[config.mk]
export PLATFORM = sky130hd
export DESIGN_NAME = apb_lsu
export DESIGN_NICKNAME = d
export VERILOG_FILES = /design/src/rtl/lsu_pkg.sv /design/src/rtl/lsu_lane_align.sv /design/src/rtl/apb_lsu.sv
export SDC_FILE = /design/constraint.sdc
export NUM_CORES = 1
export LEC_CHECK = 0
export ABC_CLOCK_PERIOD_IN_PS = 13800
export CAP_MARGIN = 20
export CORE_MARGIN = 3
export CORE_UTILIZATION = 54
export DETAILED_ROUTE_END_ITERATION = 12
export GPL_TIMING_DRIVEN = 0
export PLACE_DENSITY = 0.95
export REMOVE_ABC_BUFFERS = 1
export SKIP_CTS_REPAIR_TIMING = 1
export SLEW_MARGIN = 10
export SYNTH_ARGS = -nofsm -noshare
export SYNTH_HDL_FRONTEND = slang
export SYNTH_SLANG_ARGS = --single-unit
export TNS_END_PERCENT = 30
[constraint.sdc]
create_clock -name clk -period 13.8 [get_ports clk]
set_input_delay 2.76 -clock clk [delete_from_list [all_inputs] [get_ports clk]]
set_output_delay 2.76 -clock clk [all_outputs]
set_load 0.005 [all_outputs]
[src/rtl/lsu_pkg.sv]
// Shared encodings for the data-side load/store unit.
package lsu_pkg;

    localparam logic [1:0] SZ_B = 2'd0;
    localparam logic [1:0] SZ_H = 2'd1;
    localparam logic [1:0] SZ_W = 2'd2;
    localparam logic [1:0] SZ_D = 2'd3;

    typedef enum logic [2:0] {
        S_IDLE,
        S_SETUP1,
        S_ACCESS1,
        S_SETUP2,
        S_ACCESS2,
        S_RESP
    } state_t;

endpackage

[src/rtl/lsu_lane_align.sv]
// Byte-lane math: two-beat strobe mask, shifted store data and extended load data.
module lsu_lane_align
    import lsu_pkg::*;
#(
    parameter int DATA_WIDTH = 32,
    localparam int B  = DATA_WIDTH / 8,
    localparam int OW = $clog2(B)
) (
    input  logic [OW-1:0]           off,
    input  logic [1:0]              size,
    input  logic                    is_unsigned,
    input  logic [DATA_WIDTH-1:0]   wdata,
    input  logic [2*DATA_WIDTH-1:0] rbuf,
    output logic [2*B-1:0]          mask,
    output logic [2*DATA_WIDTH-1:0] wdata_sh,
    output logic [DATA_WIDTH-1:0]   rdata,
    output logic                    misaligned
);

    int unsigned             offi;
    int unsigned             nbytes;
    logic [2*DATA_WIDTH-1:0] sh;
    logic                    sgn;

    always_comb begin
        offi   = 32'(off);
        nbytes = 32'd1 << size;
        for (int unsigned i = 0; i < 2 * B; i++) begin
            mask[i] = (i >= offi) && (i < offi + nbytes);
        end
        misaligned = |mask[2*B-1:B];
        wdata_sh   = {{DATA_WIDTH{1'b0}}, wdata} << (offi * 8);

        sh = rbuf >> (offi * 8);
        case (size)
            SZ_B:    sgn = sh[7];
            SZ_H:    sgn = sh[15];
            SZ_W:    sgn = sh[31];
            default: sgn = sh[DATA_WIDTH-1];
        endcase
        sgn = sgn & ~is_unsigned;
        // A full-width load copies every byte, so the fill never applies to it.
        for (int unsigned i = 0; i < B; i++) begin
            rdata[i*8 +: 8] = (i < nbytes) ? sh[i*8 +: 8] : {8{sgn}};
        end
    end

endmodule

[src/rtl/apb_lsu.sv]
// Load/store unit: one CPU request becomes one or two APB master transfers.
module apb_lsu
    import lsu_pkg::*;
#(
    parameter int ADDR_WIDTH       = 32,
    parameter int DATA_WIDTH       = 32,
    parameter int TIMEOUT          = 255,
    parameter int SPLIT_MISALIGNED = 1
) (
    input  logic                    clk,
    input  logic                    rts,
    input  logic                    req_valid,
    output logic                    req_ready,
    input  logic                    req_write,
    input  logic [ADDR_WIDTH-1:0]   req_addr,
    input  logic [DATA_WIDTH-1:0]   req_wdata,
    input  logic [1:0]              req_size,
    input  logic                    req_unsigned,
    output logic                    resp_valid,
    output logic [DATA_WIDTH-1:0]   resp_rdata,
    output logic                    resp_err,
    output logic [ADDR_WIDTH-1:0]   APB_paddr,
    output logic [DATA_WIDTH-1:0]   APB_pdata,
    input  logic [DATA_WIDTH-1:0]   APB_prdata,
    output logic                    APB_psel,
    output logic                    APB_penable,
    output logic                    APB_pwrite,
    output logic [DATA_WIDTH/8-1:0] APB_pstb,
    input  logic                    APB_pready,
    input  logic                    APB_perr
);

    localparam int B  = DATA_WIDTH / 8;
    localparam int OW = $clog2(B);
    localparam int CW = (TIMEOUT < 2) ? 1 : $clog2(TIMEOUT + 1);

    state_t                  state, nxt;
    logic                    wr_q, uns_q, err_q, err_d;
    logic [ADDR_WIDTH-1:0]   addr_q, base;
    logic [1:0]              size_q, a_size;
    logic [OW-1:0]           a_off;
    logic [DATA_WIDTH-1:0]   wdata_q, rext;
    logic [2*DATA_WIDTH-1:0] rbuf_q, wsh;
    logic [2*B-1:0]          mask;
    logic                    mis, illegal, beat2, time_hit;
    logic [CW-1:0]           cnt_q;
    logic [CW:0]             cnt_inc;

    // In IDLE the aligner sees the incoming request so the reject decision is immediate.
    assign a_off  = (state == S_IDLE) ? req_addr[OW-1:0] : addr_q[OW-1:0];
    assign a_size = (state == S_IDLE) ? req_size : size_q;

    lsu_lane_align #(.DATA_WIDTH(DATA_WIDTH)) u_align (
        .off        (a_off),
        .size       (a_size),
        .is_unsigned(uns_q),
        .wdata      (wdata_q),
        .rbuf       (rbuf_q),
        .mask       (mask),
        .wdata_sh   (wsh),
        .rdata      (rext),
        .misaligned (mis)
    );

    assign illegal  = (req_size == SZ_D) && (DATA_WIDTH < 64);
    assign base     = {addr_q[ADDR_WIDTH-1:OW], {OW{1'b0}}};
    assign cnt_inc  = {1'b0, cnt_q} + 1'b1;
    assign time_hit = (TIMEOUT != 0) && (cnt_inc == (CW+1)'(TIMEOUT));

    always_comb begin
        nxt   = state;
        err_d = err_q;
        case (state)
            S_IDLE: begin
                if (req_valid) begin
                    if (illegal || (mis && (SPLIT_MISALIGNED == 0))) begin
                        nxt   = S_RESP;
                        err_d = 1'b1;
                    end else begin
                        nxt   = S_SETUP1;
                        err_d = 1'b0;
                    end
                end
            end
            S_SETUP1: nxt = S_ACCESS1;
            S_SETUP2: nxt = S_ACCESS2;
            S_ACCESS1: begin
                if (APB_pready) begin
                    if (APB_perr) begin
                        nxt   = S_RESP;
                        err_d = 1'b1;
                    end else begin
                        nxt = mis ? S_SETUP2 : S_RESP;
                    end
                end else if (time_hit) begin
                    nxt   = S_RESP;
                    err_d = 1'b1;
                end
            end
            S_ACCESS2: begin
                if (APB_pready) begin
                    nxt   = S_RESP;
                    err_d = APB_perr;
                end else if (time_hit) begin
                    nxt   = S_RESP;
                    err_d = 1'b1;
                end
            end
            S_RESP:  nxt = S_IDLE;
            default: nxt = S_IDLE;
        endcase
    end

    always_comb begin
        req_ready   = (state == S_IDLE);
        APB_psel    = (state == S_SETUP1) || (state == S_ACCESS1) ||
                      (state == S_SETUP2) || (state == S_ACCESS2);
        APB_penable = (state == S_ACCESS1) || (state == S_ACCESS2);
        beat2       = (state == S_SETUP2) || (state == S_ACCESS2);
        APB_pwrite  = APB_psel && wr_q;
        APB_paddr   = '0;
        APB_pdata   = '0;
        APB_pstb    = '0;
        if (APB_psel) begin
            APB_paddr = beat2 ? base + ADDR_WIDTH'(B) : base;
            if (wr_q) begin
                APB_pdata = beat2 ? wsh[2*DATA_WIDTH-1:DATA_WIDTH] : wsh[DATA_WIDTH-1:0];
                APB_pstb  = beat2 ? mask[2*B-1:B] : mask[B-1:0];
            end else begin
                APB_pstb = '1;
            end
        end
        resp_valid = (state == S_RESP);
        resp_err   = resp_valid && err_q;
        resp_rdata = (resp_valid && !wr_q) ? rext : '0;
    end

    always_ff @(posedge clk or posedge rts) begin
        if (rts) begin
            state   <= S_IDLE;
            wr_q    <= 1'b0;
            uns_q   <= 1'b0;
            err_q   <= 1'b0;
            addr_q  <= '0;
            size_q  <= '0;
            wdata_q <= '0;
            rbuf_q  <= '0;
            cnt_q   <= '0;
        end else begin
            state <= nxt;
            err_q <= err_d;
            if (state == S_IDLE && req_valid) begin
                wr_q    <= req_write;
                uns_q   <= req_unsigned;
                addr_q  <= req_addr;
                size_q  <= req_size;
                wdata_q <= req_wdata;
                rbuf_q  <= '0;
            end
            if (nxt == S_SETUP1 || nxt == S_SETUP2) begin
                cnt_q <= '0;
            end else if (APB_penable && !APB_pready) begin
                cnt_q <= cnt_q + 1'b1;
            end
            if (state == S_ACCESS1 && APB_pready && !wr_q) begin
                rbuf_q[DATA_WIDTH-1:0] <= APB_prdata;
            end
            if (state == S_ACCESS2 && APB_pready && !wr_q) begin
                rbuf_q[2*DATA_WIDTH-1:DATA_WIDTH] <= APB_prdata;
            end
        end
    end

endmodule

After elaboration in Yosys (flattened, before gate mapping)
Index checks and enable logic that the tools add are counted.
W data, S select, Z words.
- flip-flop bits (word level): 144
- bits of input ports: 105
- order comparisons: 15
- add/subtract/negate cells: 4
- equal/unequal tests: 12
- reductions and logical operators: 28
- shifts and indexed selects: 3
- bitwise logic cells: 2
- muxes and demuxes: 36
- operators with widths (cell ; count):
    $mux W32 ; 8
    $lt A1 B32 Y1 const A ; 4
    $lt A2 B32 Y1 const A ; 4
    $lt A3 B32 Y1 const A ; 4
    $mux W64 ; 1
    $shl A32 B5 Y64 ; 1
    $shr A64 B5 Y32 ; 1
    $mux W8 ; 6
    $add A2 B32 Y32 ; 1
    $add A32 B3 Y32 const B ; 1
    $shl A1 B2 Y32 const A ; 1
    $mux W3 ; 7
    $pmux W3 S5 ; 1
    $logic_and A1 B1 Y1 ; 12
    $mux W4 ; 3
    $add A8 B1 Y9 const B ; 1
    $eq A3 B2 Y1 const B ; 3
    $eq A9 B8 Y1 const B ; 1
    $add A8 B1 Y8 const B ; 1
    $eq A3 B1 Y1 const B ; 2
    $eq A3 B3 Y1 const B ; 2
    $logic_or A1 B1 Y1 ; 6
    $mux W1 ; 6
    $reduce_bool A2 Y1 ; 3
    other kinds (17) ; 20

Depth between registers and ports, before layout
Gate-level depths: netlist of run 1.
- depth after elaboration: 13
- mapped depth: 16
- gate-level depth less buffers: 13

Modules after synthesis
From an unflattened synthesis of run 1, not the netlist that was laid out.
- cells, all modules: 960
- area total of the unflattened synthesis: 9460.3 sq um
- by module, submodules not included (module ; cells each ; instances ; seq. area each (sq um) ; area each (sq um)):
    apb_lsu ; 707 ; 1 ; 3603.5 ; 7308.3
    lsu_lane_align ; 253 ; 1 ; 0.0 ; 2152.1

Worst setup path after synthesis of run 1
No wires, ideal clock.
- path kind: input to output
- start: input port req_addr[0]
- end: output port APB_pstb[1]
- stages: 14
- data required time: 11.040 ns
- arrival: 5.348 ns
- path buffers: 3
- setup slack: 5.692 ns
- cells stage by stage: or4b_4 > and2_1 > buf_6 > inv_2 > buf_4 > buf_2 > ha_1 > inv_1 > fa_1 > mux4_2 > nor2_1 > o21ai_0 > nor2_1 > a311oi_1
- longest elaborated chain between the ends: 7
- elaborated cells on any way between the ends: 9
- classes of those cells: add/sub: 1; order compare: 3; mux: 4; reduce/logical: 1
- RTL lines (item ; RTL line ; text):
    start, declared ; apb_lsu.sv:15 ; input logic [ADDR_WIDTH-1:0] req_addr,
    $mux W2 (*) ; apb_lsu.sv:50 ; assign a_off = (state == S_IDLE) ? req_addr[OW-1:0] : addr_q[OW-1:0];
    $add A2 B32 Y32 ; lsu_lane_align.sv:29 ; mask[i] = (i >= offi) && (i < offi + nbytes);
    $lt A1 B32 Y1 ; lsu_lane_align.sv:29 ;
    $logic_and A1 B1 Y1 ; lsu_lane_align.sv:29 ;
    $mux W4 (*) ; apb_lsu.sv:128 ; APB_pstb = beat2 ? mask[2*B-1:B] : mask[B-1:0];
    $mux W4 (*) ; apb_lsu.sv:126 ; if (wr_q) begin
    $mux W4 (*) ; apb_lsu.sv:124 ; if (APB_psel) begin
    end, declared ; apb_lsu.sv:28 ; output logic [DATA_WIDTH/8-1:0] APB_pstb,
Mark *: on every way between the ends. The rest lies on a longest branch, timed or not.

Worst setup path after layout of run 1
Same ends and word-level chain as after synthesis.

==> results of run 1 <==
-- synth_stat cells (10+ instances only) --
cell	number
o21ai_0	24
mux4_2	15
xnor2_1	22
nand4_1	12
a21oi_1	54
o22a_1	17
buf_2	14
and3b_1	10
mux2i_1	26
inv_1	22
dfrtp_1	136
and2_1	10
nand2_1	332
nor3_1	19
a22o_1	56
nand3_1	26
nor2_1	69
clkbuf_1	34
a211oi_1	12
xor2_1	10
-- cell usage in the layout, fill, tap and decap left out, drive strengths merged, types with 19 or more instances in the layout --
| cell | netlist | layout |
|---|---|---|
| nor2 | 70 | 70 |
| a21oi | 54 | 54 |
| a22o | 56 | 56 |
| mux2i | 28 | 28 |
| o21ai | 24 | 24 |
| xnor2 | 22 | 22 |
| nor3 | 21 | 21 |
| dfrtp | 136 | 136 |
| clkbuf | 34 | 19 |
| nand2 | 333 | 333 |
| clkdlybuf4s50 | 0 | 208 |
| nand3 | 26 | 26 |
| inv | 23 | 27 |
-- metrics by stage --
| stage | instance area (um2) | hold WS (ns) | util, % | cells | setup slack, ns |
|---|---|---|---|---|---|
| 2_1_floorplan | 8150 | 0.446 | - | 953 | 4.12 |
| 3_3_place_gp | 10500 | 0.458 | 68.8 | 1372 | 1.98 |
| 3_5_place_dp | 10700 | 0.464 | 70.2 | 1381 | 4.00 |
| 4_1_cts | 11300 | 0.478 | 74.2 | 1413 | 4.01 |
| 5_1_grt | 11300 | 0.509 | 74.2 | 1413 | 3.68 |
| 6_report | 11300 | 0.480 | 74.2 | 1413 | 3.91 |
-- how the worst min path moves through the flow --
stage	from	endpoint	slack, ns	cells after the start
finish	addr_q[1]	addr_q[1]	0.48	2
floorplan	addr_q[0]	addr_q[0]	0.45	2
CTS	addr_q[1]	addr_q[1]	0.48	2
global placement	addr_q[1]	addr_q[1]	0.46	2
detailed placement	addr_q[1]	addr_q[1]	0.46	2
global route	addr_q[1]	addr_q[1]	0.51	2
-- power groups by stage --
stage	Clock (uW)	Combinational, uW	Sequential (uW)
floorplan	0	917	699
global placement	0	1400	738
detailed placement	0	1490	750
CTS	481	1500	749
global route	498	1650	779
finish	478	1510	757
-- cell families after synthesis --
kind of cell / Yosys count / synth area share, %
multiplexers: 45 / 7.79
XOR/XNOR: 32 / 3.31
flip-flops: 136 / 40.1
AND/OR/NAND/NOR: 509 / 25.8
adder cells (fa/ha/maj): 5 / 0.827
other: 1 / 0.0442
AO/OA/AOI/OAI: 201 / 17.2
buffers and inverters: 89 / 4.90
-- sequential cells by signal (all words and copies together), names as in the netlist --
name and cells:
cnt_q 8, rbuf_q 56, uns_q 1, err_q 1, size_q 2, state 3
wdata_q 32, addr_q 32, wr_q 1
-- layer usage --
layer / global-route usage, % / routed length [um] / up-vias
li1: - / - / 3863
met1: 37.6 / 10200 / 4075
met2: 50.2 / 12900 / 510
met3: 8.31 / 2510 / 63
met4: 12.0 / 623 / 2
met5: 0 / 8 / -
-- worst max-delay path, cell delays in order --
cell	delay, ns
clkdlybuf4s50_1	0.47
or4b_4	0.48
and2_4	0.37
inv_2	0.73
ha_1	0.27
inv_1	0.05
fa_1	0.42
mux4_2	0.26
nor2_1	0.05
o21ai_0	0.29
nor2_1	0.11
a311oi_1	0.20
clkdlybuf4s50_1	0.61
-- cell type report --
| class | instances | area, um2 | area share, % |
|---|---|---|---|
| clock inverters | 13 | 169 | 1.49 |
| multi-input cells | 794 | 4700 | 41.5 |
| flip-flops and latches | 136 | 3400 | 30.1 |
| repair buffers | 217 | 2250 | 19.9 |
| clock buffers | 19 | 443 | 3.91 |
| well taps | 211 | 264 | 2.33 |
| inverters | 23 | 91.3 | 0.807 |
==> impl_metrics.toml, run 1 <==
[timing]
max_freq_mhz = 101
setup_violations = 0
period_needed_ns = 9.89
tns_ns = 0
hold_viol_final = 0
slew_violations = 0
worst_pin_slew_ns = 1.13
finClkSkew_ns = 0.00584
rsz0062_at_grt = "false"
finalCritPeriodShare_pct = 71.7
relSlewSlack_pct = 24.9

[clock_tree]
ctsLongestPathBuffers = 2
htree_levels = 4
numCtsBuffers = 17
cts_tree = "done"
root_buffer = "clkbuf_16"
clkTransAtPathRegs_ns = 0.06
clkSinkCount = 136
clk_latency_ns = 0.43

[synthesis]
yosysTopAreaCellShare_pct = 40.1
synth_flop_cell = "dfrtp_1"
synth-seq-cells = 136
synth_edf_count = 0
ys_seq_area_share_pct = 40.1
syn_avg_cell_area_um2 = 8.33
ys_top_cells_by_area = "dfrtp_1, nand2_1, a22o_1, mux4_2, a21oi_1"
yosysUniqueCellTypes = 66
synth.cell_area_um2 = 8480
ys_warn_count = 0
post-synth-top-area-cell = "dfrtp_1"
synth-async-reset-ratio_pct = 100
synth_cells = 1018

[global_routing]
antenna_found_initial = 1
grt_max_degree = 82
grt_usage_pct = 30.2
grt_pass1_wl_um = 42600
grt_pass1_vias = 8514
gr-total-overflow = 0

[detailed_routing]
drcViolationCount = 0
dr.pass1.iters = 5
drt.antenna.violating_nets = 0
drt-initial-drc-count = 705
num_vias = 8513
avgRoutedWirePerCell_um = 18.5
drt_wl_total_um = 26200
viasPerCell = 6.02

[floorplan]
fp.dieH_um = 131
row_count = 45
die_area_um2 = 17200
fp.coreArea_um2 = 15300
die_w_um = 131
io-pin-count = 211
initial_core_util_pct = 55.6

[worst_setup_path]
cp.required_ns = 11.04
endpoint_kind = "output pin"
ff2ff_path_depth = 12
path_max_fanout = 60
crit_start = "req_addr[0]"
ff2ff_setup_slack_ns = 8.74
worstSetupStartpointType = "input port"
reg2reg_to = "cnt_q[3]"
worstSetupPathType = "in -> out"
crit_arrival_ns = 7.13
r2r-start = "state[2]"
crit_end = "APB_pstb[1]"

[placement]
numPortBuffers = 208
place.gp.congestion = 0.885
hpwlAfterDp_um = 17600

[layout]
diodes = 0
drive_gt1_share_pct = 6.91
num-fill-cells = 1067
layout.nets = 1299
area_delta_synth_final_pct = 33.5

[pwr]
p_switching_uw = 1200
p_int_uw = 1550
power_switching_share_pct = 43.6
power.density_nw_per_um2 = 243
power.share.combinational_pct = 55.0
vdd_ir_drop_max_v = 0.000182
power.share.clock_pct = 17.4
leakage_uw = 0.00504
p_total_uw = 2750
p_seq_share_pct = 27.6

[min_path]
hold_class = "reg -> reg"

[status]
status = "complete, no violations"

[run]
drv_cap = 0
Note: power is estimated with default switching activity, not from simulation.
==> inputs of run 2 (changes only) <==
Settings changed: ABC_CLOCK_PERIOD_IN_PS 13800 to 9250, CORE_UTILIZATION 54 to 50, PLACE_DENSITY 0.95 to 0.9.
Clock period 13.8 ns to 9.25 ns, I/O delays scaled along.
==> run 2 against run 1 <==
Net effect:
- routed wire length up 0.99%
- setup slack worse by 2.8 ns
- clock power up 40%
- count of clock-buffer cells in the layout unchanged
- via count down 1.5%
- cell area about the same
- critical path depth up 1
- combinational power up 51%
- total power up 48%
- global-route usage down 1.6 points
- clock skew up 0.0077 ns
==> impl_metrics.toml, run 2 (same netlist as run 1, synthesis figures left out) <==
[status]
status = "complete, no violations"

[floorplan]
io-pin-count = 211
initial_core_util_pct = 52.2
fp.coreArea_um2 = 16200
die_w_um = 136
fp.dieH_um = 136
die_area_um2 = 18600
row_count = 46

[layout]
mostFrequentLayoutCell = "nand2_1"
num-fill-cells = 1280
layout.nets = 1301
finalInstanceArea_um2 = 11300
regMostFlops = "rbuf_q"
largest_reg_flops = 56
final_cell_mix = "nand2_1, clkdlybuf4s50_1, dfrtp_1"
largestRegisters = "rbuf_q x56, addr_q x32, wdata_q x32"
drive_gt1_share_pct = 6.99
area_delta_synth_final_pct = 33.5
diodes = 0

[placement]
numPortBuffers = 208
hpwlAfterDp_um = 17600
place.gp.congestion = 0.879
place_area_um2 = 10700
place_ws_ns = 1.06

[pwr]
power.share.clock_pct = 16.5
power.density_nw_per_um2 = 360
p_total_uw = 4070
power.share.combinational_pct = 55.9
p_int_uw = 2290
power_switching_share_pct = 43.7
vdd_ir_drop_max_v = 0.000214
p_switching_uw = 1780
p_seq_share_pct = 27.7
leakage_uw = 0.00504

[worst_setup_path]
crit_arrival_ns = 6.34
cp.required_ns = 7.40
crit_path_top_delay_cell = "clkdlybuf4s50_1"
worstSetupStartpointType = "input port"
endpoint_kind = "output pin"
critPathTopFamily = "buffers and inverters"
path_max_fanout = 60
crit_buf_inv = 5
worstSetupPathType = "in -> out"
critical_path.max_stage_delay_ns = 0.62
crit_chain = "clkdlybuf4s50_1 -> or4b_4 -> and2_4 -> inv_2 -> buf_12 -> ha_1 -> inv_1 -> fa_1 -> mux4_2 -> nor2_1 -> o21ai_0 -> nor2_1 -> a311oi_1 -> clkdlybuf4s50_1"

[clock_tree]
htree_levels = 4
clk_latency_ns = 0.42
cts_tree = "done"
root_buffer = "clkbuf_16"
ctsLongestPathBuffers = 2
clkTransAtPathRegs_ns = 0.05
clkSinkCount = 136
numCtsBuffers = 17

[global_routing]
gr-total-overflow = 0
grt_pass1_vias = 8400
grt_usage_pct = 28.6
antenna_found_initial = 1
grt_pass1_wl_um = 42300
grt_max_degree = 86

[timing]
setup_violations = 0
finClkSkew_ns = 0.0135
relSlewSlack_pct = 39.8
hold_viol_final = 0
period_needed_ns = 8.19
fin_ws_ns = 1.06
finalCritPeriodShare_pct = 88.5
max_freq_mhz = 122
fin_hold_ws_ns = 0.477
slew_violations = 0
worst_pin_slew_ns = 0.903
rsz0062_at_grt = "false"
tns_ns = 0

[detailed_routing]
num_vias = 8388
drt-initial-drc-count = 707
drcViolationCount = 0
dr.pass1.iters = 6
avgRoutedWirePerCell_um = 18.6
drt.antenna.violating_nets = 0
drt_wl_total_um = 26400
viasPerCell = 5.92

[min_path]
hold_class = "reg -> reg"

[run]
drv_cap = 0
==> run 2: changes by cell type in the layout (fill, tap and decap cells not counted), moves of 2 or more <==
| cell | previous run | this run |
|---|---|---|
| buf_12 | 1 | 3 |
| buf_6 | 1 | 3 |
| clkinv_2 | 1 | 3 |
| inv_6 | 5 | 3 |
==> run 2: metal layers <==
layer	wire length [um]	up-vias	global-route usage [%]
met5	13	-	0
met4	565	2	9.29
met3	2410	56	7.22
met2	13100	438	48.5
met1	10400	4037	35.8
li1	-	3855	-
==> run 2: path summary, 6_finish.rpt <==
kind	startpoint	slack, ns	cells after the start	endpoint
max	req_addr[0]	1.06	14	APB_pstb[1]
max in group asynchronous	rts	6.60	3	wr_q
max reg2reg	state[2]	3.99	13	cnt_q[6]
min in group asynchronous	rts	1.85	2	wdata_q[22]
min	addr_q[1]	0.48	2	addr_q[1]
min reg2reg	addr_q[1]	0.48	2	addr_q[1]
==> run 2: cell type report <==
type	count	area (um2)	share of cell area (%)
inverter	23	91.3	0.807
tap	216	270	2.39
clock buffer	19	453	4.00
multi-input combinational	794	4700	41.5
sequential	136	3400	30.1
clock inverter	11	123	1.08
timing repair buffer	219	2280	20.1
==> run 2: power by group through the flow <==
| stage | Clock [uW] | Sequential, uW | Combinational [uW] |
|---|---|---|---|
| after floorplan | 0 | 1040 | 1370 |
| after global placement | 0 | 1100 | 2120 |
| final | 671 | 1130 | 2280 |
| after detailed placement | 0 | 1120 | 2230 |
| after CTS | 681 | 1110 | 2250 |
| after global routing | 708 | 1160 | 2490 |
==> run 2: stage by stage <==
step / std cells / utilization [%]
5_1_grt: 1418 / 69.7
2_1_floorplan: 953 / -
3_3_place_gp: 1377 / 64.7
4_1_cts: 1416 / 69.5
3_5_place_dp: 1386 / 65.9
6_report: 1418 / 69.7
==> run 2: tightest hold or removal path, delay by kind of cell, from the launching register on <==
kind          cells  cell delay (ns)
simple gates      2             0.10
flops             1             0.34
==> inputs of run 3 (changes only) <==
Settings changed: CORE_MARGIN 3 to 1, CORE_UTILIZATION 50 to 52, PLACE_DENSITY 0.9 to 0.82, SYNTH_HIERARCHICAL set to 1.
==> run 3 against run 2 <==
Net effect:
- utilization fell by 0.50 points
- synthesized area rose by 8.4%
- sequential power barely moved
- synthesized cell count fell by 7.3%
- via count fell by 3.8%
- register-to-register slack improved by 1.2 ns
- fmax rose by 19%
- routed wire length fell by 6.9%
- worst hold slack improved by 0.026 ns
- critical path type unchanged
- critical endpoint is now APB_pstb[2]
- largest cell class unchanged
==> impl_metrics.toml, run 3 <==
[detailed_routing]
viasPerCell = 6.02
dr.pass1.iters = 4
drcViolationCount = 0
drt.antenna.violating_nets = 0
avgRoutedWirePerCell_um = 18.4
drt_wl_total_um = 24600
num_vias = 8072
drt-initial-drc-count = 523

[global_routing]
grt_usage_pct = 27.8
grt_pass1_vias = 7867
gr-total-overflow = 0
antenna_found_initial = 0
gr-usage-met1_pct = 37.9
use_met3_pct = 4.43
grt_pass1_wl_um = 40300
met2_usage_pct = 44.0
grt_busiest_layer = "met2"
grt_max_degree = 75

[run]
drv_cap = 0

[pwr]
vdd_ir_drop_max_v = 0.000194
power.density_nw_per_um2 = 339
leakage_uw = 0.00490

[min_path]
min_from = "rbuf_q[4]"
whs_path_depth = 1
hold_class = "reg -> reg"
worst_hold_path.endpoint = "rbuf_q[4]"

[placement]
place.gp.congestion = 0.817
place_area_um2 = 11400
numPortBuffers = 208
place_ws_ns = 2.37
hpwlAfterDp_um = 17000

[layout]
num-fill-cells = 1363
largestRegisters = "rbuf_q x56, addr_q x32, wdata_q x32"
largest_reg_flops = 56
layout.nets = 1212
drive_gt1_share_pct = 15.9
finalInstanceArea_um2 = 12000
mostFrequentLayoutCell = "clkdlybuf4s50_1"
area_delta_synth_final_pct = 30.3
utilization_pct = 69.2
final_cell_mix = "clkdlybuf4s50_1, dfrtp_1, nand2_1"
diodes = 0
regMostFlops = "rbuf_q"

[worst_setup_path]
reg2reg_to = "cnt_q[3]"
crit_arrival_ns = 5.01
path_max_fanout = 33
cp.required_ns = 7.40
crit_path_top_delay_cell = "mux2_2"
endpoint_kind = "output pin"
crit_buf_inv = 2
critical_path.max_stage_delay_ns = 0.58
critPathTopFamily = "buffers and inverters"
ff2ff_setup_slack_ns = 5.18
worstSetupStartpointType = "input port"
worstSetupPathType = "in -> out"
ff2ff_path_depth = 12
crit_chain = "clkdlybuf4s50_1 -> mux2_2 -> nor2_1 -> ha_1 -> ha_1 -> o31ai_1 -> nand3_1 -> a2bb2oi_1 -> nand2_1 -> a31oi_1 -> clkdlybuf4s50_1"
r2r-start = "state[1]"

[floorplan]
die_w_um = 135
io-pin-count = 211
row_count = 48
fp.dieH_um = 135
initial_core_util_pct = 53.1
die_area_um2 = 18200
fp.coreArea_um2 = 17300

[status]
status = "complete, no violations"

[timing]
finalCritPeriodShare_pct = 74.2
rsz0062_at_grt = "false"
setup_violations = 0
finClkSkew_ns = 0.00750
slew_violations = 0
period_needed_ns = 6.86
relSlewSlack_pct = 43.7
hold_viol_final = 0
worst_pin_slew_ns = 0.842
max_freq_mhz = 146
fin_hold_ws_ns = 0.503
fin_ws_ns = 2.39

[synthesis]
ys_warn_count = 6
syn_avg_cell_area_um2 = 9.74
synth.cell_area_um2 = 9190
synth_cells = 944

[clock_tree]
clkTransAtPathRegs_ns = 0.07
root_buffer = "clkbuf_16"
numCtsBuffers = 17
clkSinkCount = 136
cts_tree = "done"
clk_latency_ns = 0.43
ctsLongestPathBuffers = 2
htree_levels = 4
-- run 3: cell count changes in the layout (fill, tap and decap cells not counted), sizes merged, moves of 10 or more --
cell	delta
or3	+11
xor2	-10
nand2	-204
nor2	-30
o22a	-17
nor2b	+11
nand3	-10
o21ai	+17
mux4	+19
and2	+35
nor3	-15
mux2	+76
-- run 3: area by class of cell --
| class | count | area, um2 | share of cell area [%] |
|---|---|---|---|
| multi-input cells | 709 | 5350 | 44.7 |
| clock buffers | 17 | 425 | 3.55 |
| inverters | 12 | 50.0 | 0.418 |
| clock inverters | 15 | 140 | 1.17 |
| well taps | 225 | 282 | 2.35 |
| flip-flops and latches | 136 | 3400 | 28.4 |
| repair buffers | 226 | 2330 | 19.4 |
-- run 3: layer usage --
metal	vias to the layer above	part of all wire, %
li1	3753	-
met1	3962	43
met2	297	48
met3	60	5.8
met4	0	3.2
met5	-	0
-- run 3: stage by stage --
stage,cells,setup TNS (ns),power [uW]
2_1_floorplan,857,0,2540
3_3_place_gp,1290,-176.11,3290
3_5_place_dp,1308,0,3390
4_1_cts,1340,0,4060
5_1_grt,1340,0,4340
6_report,1340,0,4060
-- run 3: worst max path at each step --
stage	end	slack (ns)	depth (start not counted)	from
2_1_floorplan	rbuf_q[0]	1.16	3	req_valid
3_3_place_gp	rbuf_q[28]	-3.50	4	req_valid
3_5_place_dp	APB_pdata[17]	2.37	9	req_addr[0]
4_1_cts	APB_pdata[16]	2.35	9	req_addr[0]
5_1_grt	APB_pdata[17]	2.06	9	req_addr[0]
6_report	APB_pstb[2]	2.39	11	req_size[1]
-- run 3: report_power, final --
group	internal [uW]	leakage, uW	switching (uW)
logic	1190	0.00289	1090
clock network	355	0.000279	298
registers	840	0.00173	285
total	2390	0.00490	1670
